**src/rtl/wb_regfile.sv**
```systemverilog
// wb_regfile: write-back stage and architectural register file.
// Selects the write-back value (ALU result or loaded word), commits it to a
// 2**ADDR_W x DATA_W register file and serves two asynchronous read ports.
// It also keeps a saturating count of committed writes for bring-up.
// Register 0 is hardwired to zero.
// Optional macro WB_REGFILE_BYPASS_EN adds a same-cycle write-to-read bypass
// on both read ports. Without it, reads return only the stored contents.
module wb_regfile #(
    parameter int DATA_W  = 32,
    parameter int ADDR_W  = 5,
    parameter int COUNT_W = 32
) (
    input  logic               clk,
    input  logic               rst_n,
    input  logic [DATA_W-1:0]  alu_res_in,
    input  logic [DATA_W-1:0]  mem_word_in,
    input  logic [ADDR_W-1:0]  wb_dst_in,
    input  logic               wb_src_in,
    input  logic               wb_write_in,
    input  logic [ADDR_W-1:0]  rs_addr,
    input  logic [ADDR_W-1:0]  rt_addr,
    output logic [DATA_W-1:0]  rs_data,
    output logic [DATA_W-1:0]  rt_data,
    output logic [DATA_W-1:0]  wb_data,
    output logic [COUNT_W-1:0] wb_count
);

    localparam int NUM_REGS = 2 ** ADDR_W;

    logic [DATA_W-1:0] regs [NUM_REGS];
    logic              commit;

    // The write-back mux is valid regardless of the write enable, so the
    // forwarding unit can always use it.
    assign wb_data = wb_src_in ? mem_word_in : alu_res_in;

    // A write takes effect only for a non-zero destination. Writes to
    // register 0 are dropped and are not counted.
    assign commit  = wb_write_in && (wb_dst_in != '0);

    // Commit the write-back value into the register file.
    // NOTE: the array is reset element by element because its contents must
    // read as zero right after reset. That makes it a bank of flops and not
    // an inferable RAM, which is intended at this size.
    always_ff @(posedge clk or negedge rst_n) begin
        if (!rst_n) begin
            for (int i = 0; i < NUM_REGS; i++) begin
                regs[i] <= '0;
            end
        end else if (commit) begin
            // NOTE: non-blocking, so combinational reads this cycle still see the old value.
            regs[wb_dst_in] <= wb_data;
        end
    end

    // Saturating count of writes that actually landed in the register file.
    always_ff @(posedge clk or negedge rst_n) begin
        if (!rst_n) begin
            wb_count <= '0;
        end else if (commit && (wb_count != '1)) begin
            wb_count <= wb_count + 1'b1;
        end
    end

    // Asynchronous read ports. Index 0 always reads zero. When the bypass is
    // built in, the value being written this cycle is forwarded.
    always_comb begin
        // NOTE: defaults first, so every path assigns and no latch is inferred.
        rs_data = regs[rs_addr];
        rt_data = regs[rt_addr];
`ifdef WB_REGFILE_BYPASS_EN
        if (commit && (rs_addr == wb_dst_in)) begin
            rs_data = wb_data;
        end
        if (commit && (rt_addr == wb_dst_in)) begin
            rt_data = wb_data;
        end
`endif
        if (rs_addr == '0) begin
            rs_data = '0;
        end
        if (rt_addr == '0) begin
            rt_data = '0;
        end
    end

endmodule
```
**config.mk**
```make
export PLATFORM = sky130hd
export DESIGN_NAME = wb_regfile
export DESIGN_NICKNAME = d
export VERILOG_FILES = /design/src/rtl/wb_regfile.sv
export SDC_FILE = /design/constraint.sdc
export NUM_CORES = 2
export LEC_CHECK = 0
export BUFFER_PORTS_ARGS = -buffer_cell sky130_fd_sc_hd__buf_4
export CORE_MARGIN = 2
export CORE_UTILIZATION = 57
export DETAILED_ROUTE_END_ITERATION = 12
export PLACE_DENSITY_LB_ADDON = 0.08
export SYNTH_ARGS = -nofsm -noshare
export SYNTH_HDL_FRONTEND = slang
export SYNTH_SLANG_ARGS = --single-unit
```
**constraint.sdc**
```tcl
create_clock -name clk -period 2.2 [get_ports clk]
set_input_delay 0.33 -clock clk [delete_from_list [all_inputs] [get_ports clk]]
set_output_delay 0.33 -clock clk [all_outputs]
set_load 0.02 [all_outputs]
```
==> run summary <==
Cell Pwr Density: 941 nW/µm²
CTS tree: done
Slew of the pin with the lowest slew margin: 815 ps
Drt total wl: 191,000 µm
# port buffers: 210
Average size of a mapped cell: 11.0 µm²
Commonest non-fill, non-tap cell in the layout: dfrtp_1
Final Critical Period: 2910 ps
Die area: 97,900 µm²
Via density per instance: 6.53
Overflow after GRT: 0
Top Ports: 211
Setup slack after layout: -711 ps
Path depth of the worst reg2reg path: 7
Core area: 94,700 µm²
Worst skew pair latency: 700 ps
Critical path endpoint: rs_data[20]
Critical R2R Capture: wb_count[1]
Min Hold Slack: 58.0 ps
Post-Syn Nets: 5,030
Antenna-violating nets left: 0
Req. time, crit path: 1870 ps
Drt drc: 0
WL/cell: 28.0 µm
Synth Area in Simple Gates: 9.70%
XOR/XNOR Fraction of Synth Area: 0.499%
Final setup fails: 64
Reg2reg setup slack: 210 ps
H-tree depth: 3
TritonCTS Buffers: 114
MaxCap Viol Count: 0
Critical Path Source: regs[276]
Post-Syn Instances: 4,946
Largest net degree at the start of global routing: 97
Max VDD drop: 0.641 mV
Placed Instances: 6,494
Sequential element share of the synthesized area: 48.6%
Starting Density: 57.4%
GRT Total Usage: 39.3%
First-pass DRT Iterations: 6
Seq cells post-synth: 1,056
Max Clk Rate: 0.344 GHz
Synth cell types: 53
Vias in the first global route: 44,689
Non-filler cells, final: 6,805
Worst-path clk slew: 60 ps
Post-synth EDFFs: 0
Max-slew violation count: 0
Synth Area in Compound Gates: 12.8%
Initial antenna violation count: 6
Fillers: 6,568
Chip Height: 313 µm
Die Wd: 313 µm
Clock Path Buffers: 3
Final Hold Viols: 0
Critical path type: reg2out
Final period util: 132%
Worst min path class: in2reg
Rows: 113
Synth top area cells: dfrtp_1 49%, mux4_2 18%, a21oi_1 5.1%
P_leak: 0.0301 µW
Nets: 5,531
Main flop type after synthesis: dfrtp_1
HPWL after DPL: 122,000 µm
P&R area growth vs syn: 26.4%
Number of DRC markers in iteration 0: 5,326
Multiplexer share of the synthesized area: 23.9%
Leading area contributor after synthesis: dfrtp_1
Reg-to-Reg Start: wb_count[9]
Failing checks: negative setup slack
Most frequent cells in the layout: 1,056 x dfrtp_1, 755 x buf_4, 598 x nand2_1
Vias: 44,449
Clock Skew: 7.68 ps
Share of the synthesized area in the top cell type: 48.6%
Startpoint Class: flop
Post-Synth Adder-Cell Area: 0.0230%
Outcome: finished, violations left
Clock sinks: 1,056
CP arrival: 2580 ps
Share of cells above drive strength 1: 34.2%
Synth warn: 0
Hold path cells: 3
Final Cell Area: 68,700 µm²
Unrepaired setup endpoints after global routing: yes
Routability cong.: 0.907
Crit end category: output port
Critical Path Fanout Max: 2
Clk root buf: clkbuf_16
Slew HR: 45.7%
Fraction of registers with async set/reset: 100%
Placed cell area: 62,600 µm²
Post-Syn Area: 54,400 µm²
Largest family of logic cells by synthesized area: multiplexers
Global-route wire length before repair: 286,000 µm
cell usage after synthesis, types with 9 or more instances:
| cell | number |
|---|---|
| a2111oi_0 | 11 |
| a211oi_1 | 65 |
| a21oi_1 | 552 |
| a221oi_1 | 66 |
| buf_1 | 15 |
| buf_2 | 120 |
| buf_4 | 34 |
| clkbuf_1 | 360 |
| dfrtp_1 | 1056 |
| inv_1 | 32 |
| mux2_2 | 109 |
| mux2i_1 | 179 |
| mux4_2 | 442 |
| nand2_1 | 615 |
| nand3_1 | 18 |
| nand3b_1 | 25 |
| nand4_1 | 10 |
| nor2_1 | 563 |
| nor3_1 | 25 |
| o21ai_0 | 480 |
| o221ai_1 | 18 |
| o22ai_1 | 29 |
| o311ai_0 | 13 |
| xnor2_1 | 9 |
| xor2_1 | 22 |
kinds of logic (layout without fill, tap and decap cells):
| kind of cell | after synthesis | in the layout |
|---|---|---|
| buffers and inverters | 569 | 1162 |
| muxes | 730 | 730 |
| adders and majority gates | 1 | 1 |
| other | 0 | 1 |
| xor gates and xnor gates | 31 | 31 |
| AOI/OAI and AO/OA | 1250 | 1250 |
| and+or+nand+nor | 1309 | 1309 |
| DFF | 1056 | 1056 |
through the flow:
step | power [µW] | setup TNS (ps) | worst slack [ps] | util, %
2_1_floorplan | 36100 | -233 | -51.6 | -
3_3_place_gp | 41300 | -25860 | -516 | 66.1
3_5_place_dp | 42000 | -26750 | -531 | 66.1
4_1_cts | 64200 | -37050 | -722 | 72.2
5_1_grt | 67300 | -38750 | -755 | 72.6
6_report | 64600 | -36000 | -711 | 72.6
worst min path at each step:
| stage | startpoint | endpoint | slack (ps) |
|---|---|---|---|
| floorplan | rst_n | regs[0] | 30 |
| global placement | rst_n | regs[99] | 270 |
| detailed placement | rst_n | regs[99] | 270 |
| CTS | mem_word_in[14] | regs[398] | 20 |
| global route | mem_word_in[14] | regs[398] | 100 |
| finish | mem_word_in[14] | regs[398] | 60 |
cell type report:
cell class / instances / area [µm²] / area share [%]
well taps: 1265 / 1580 / 2.30
inverters: 32 / 120 / 0.175
clock buffers: 160 / 3340 / 4.86
clock inverters: 48 / 728 / 1.06
diodes: 1 / 2.50 / 0.00364
flip-flops and latches: 1056 / 26400 / 38.4
multi-input cells: 3321 / 27800 / 40.4
repair buffers: 922 / 8740 / 12.7
layer usage:
metal,part of all wire (%),vias to the layer above,track usage [%],wire [µm]
li1,-,18907,-,-
met1,39,22449,54.4,73600
met2,45,2482,59.6,86700
met3,10,605,8.73,19800
met4,5.5,6,19.0,10500
met5,0.022,-,0,42
registers in the layout, summed over array words and instances (netlist names):
name	count
wb_count	32
regs	1024
where the power goes:
group / leakage, µW / internal (µW) / switching [µW]
clock network: 0.00202 / 12700 / 8210
logic: 0.0149 / 9080 / 7870
registers: 0.0132 / 23500 / 3210
total: 0.0301 / 45400 / 19300
worst max-delay path, cell delays in order, from the launching register on:
cell and delay, ps:
dfrtp_1 380, mux4_2 480, mux2_4 310, a221oi_4 380, a2111oi_4 130, buf_4 200
repair_timing:
| item | 4_1_cts | 5_1_grt |
|---|---|---|
| gates resized for setup | 172 | 31 |
| hold buffers | 3 | 0 |
| cloned | 1 | 0 |
| pin swaps | 69 | 29 |
| setup buffers | 89 | 18 |
| endpoints found under the hold margin | 317 | 0 |
| endpoints found under the setup margin | 64 | 65 |
(Power assumes the default switching activity.)
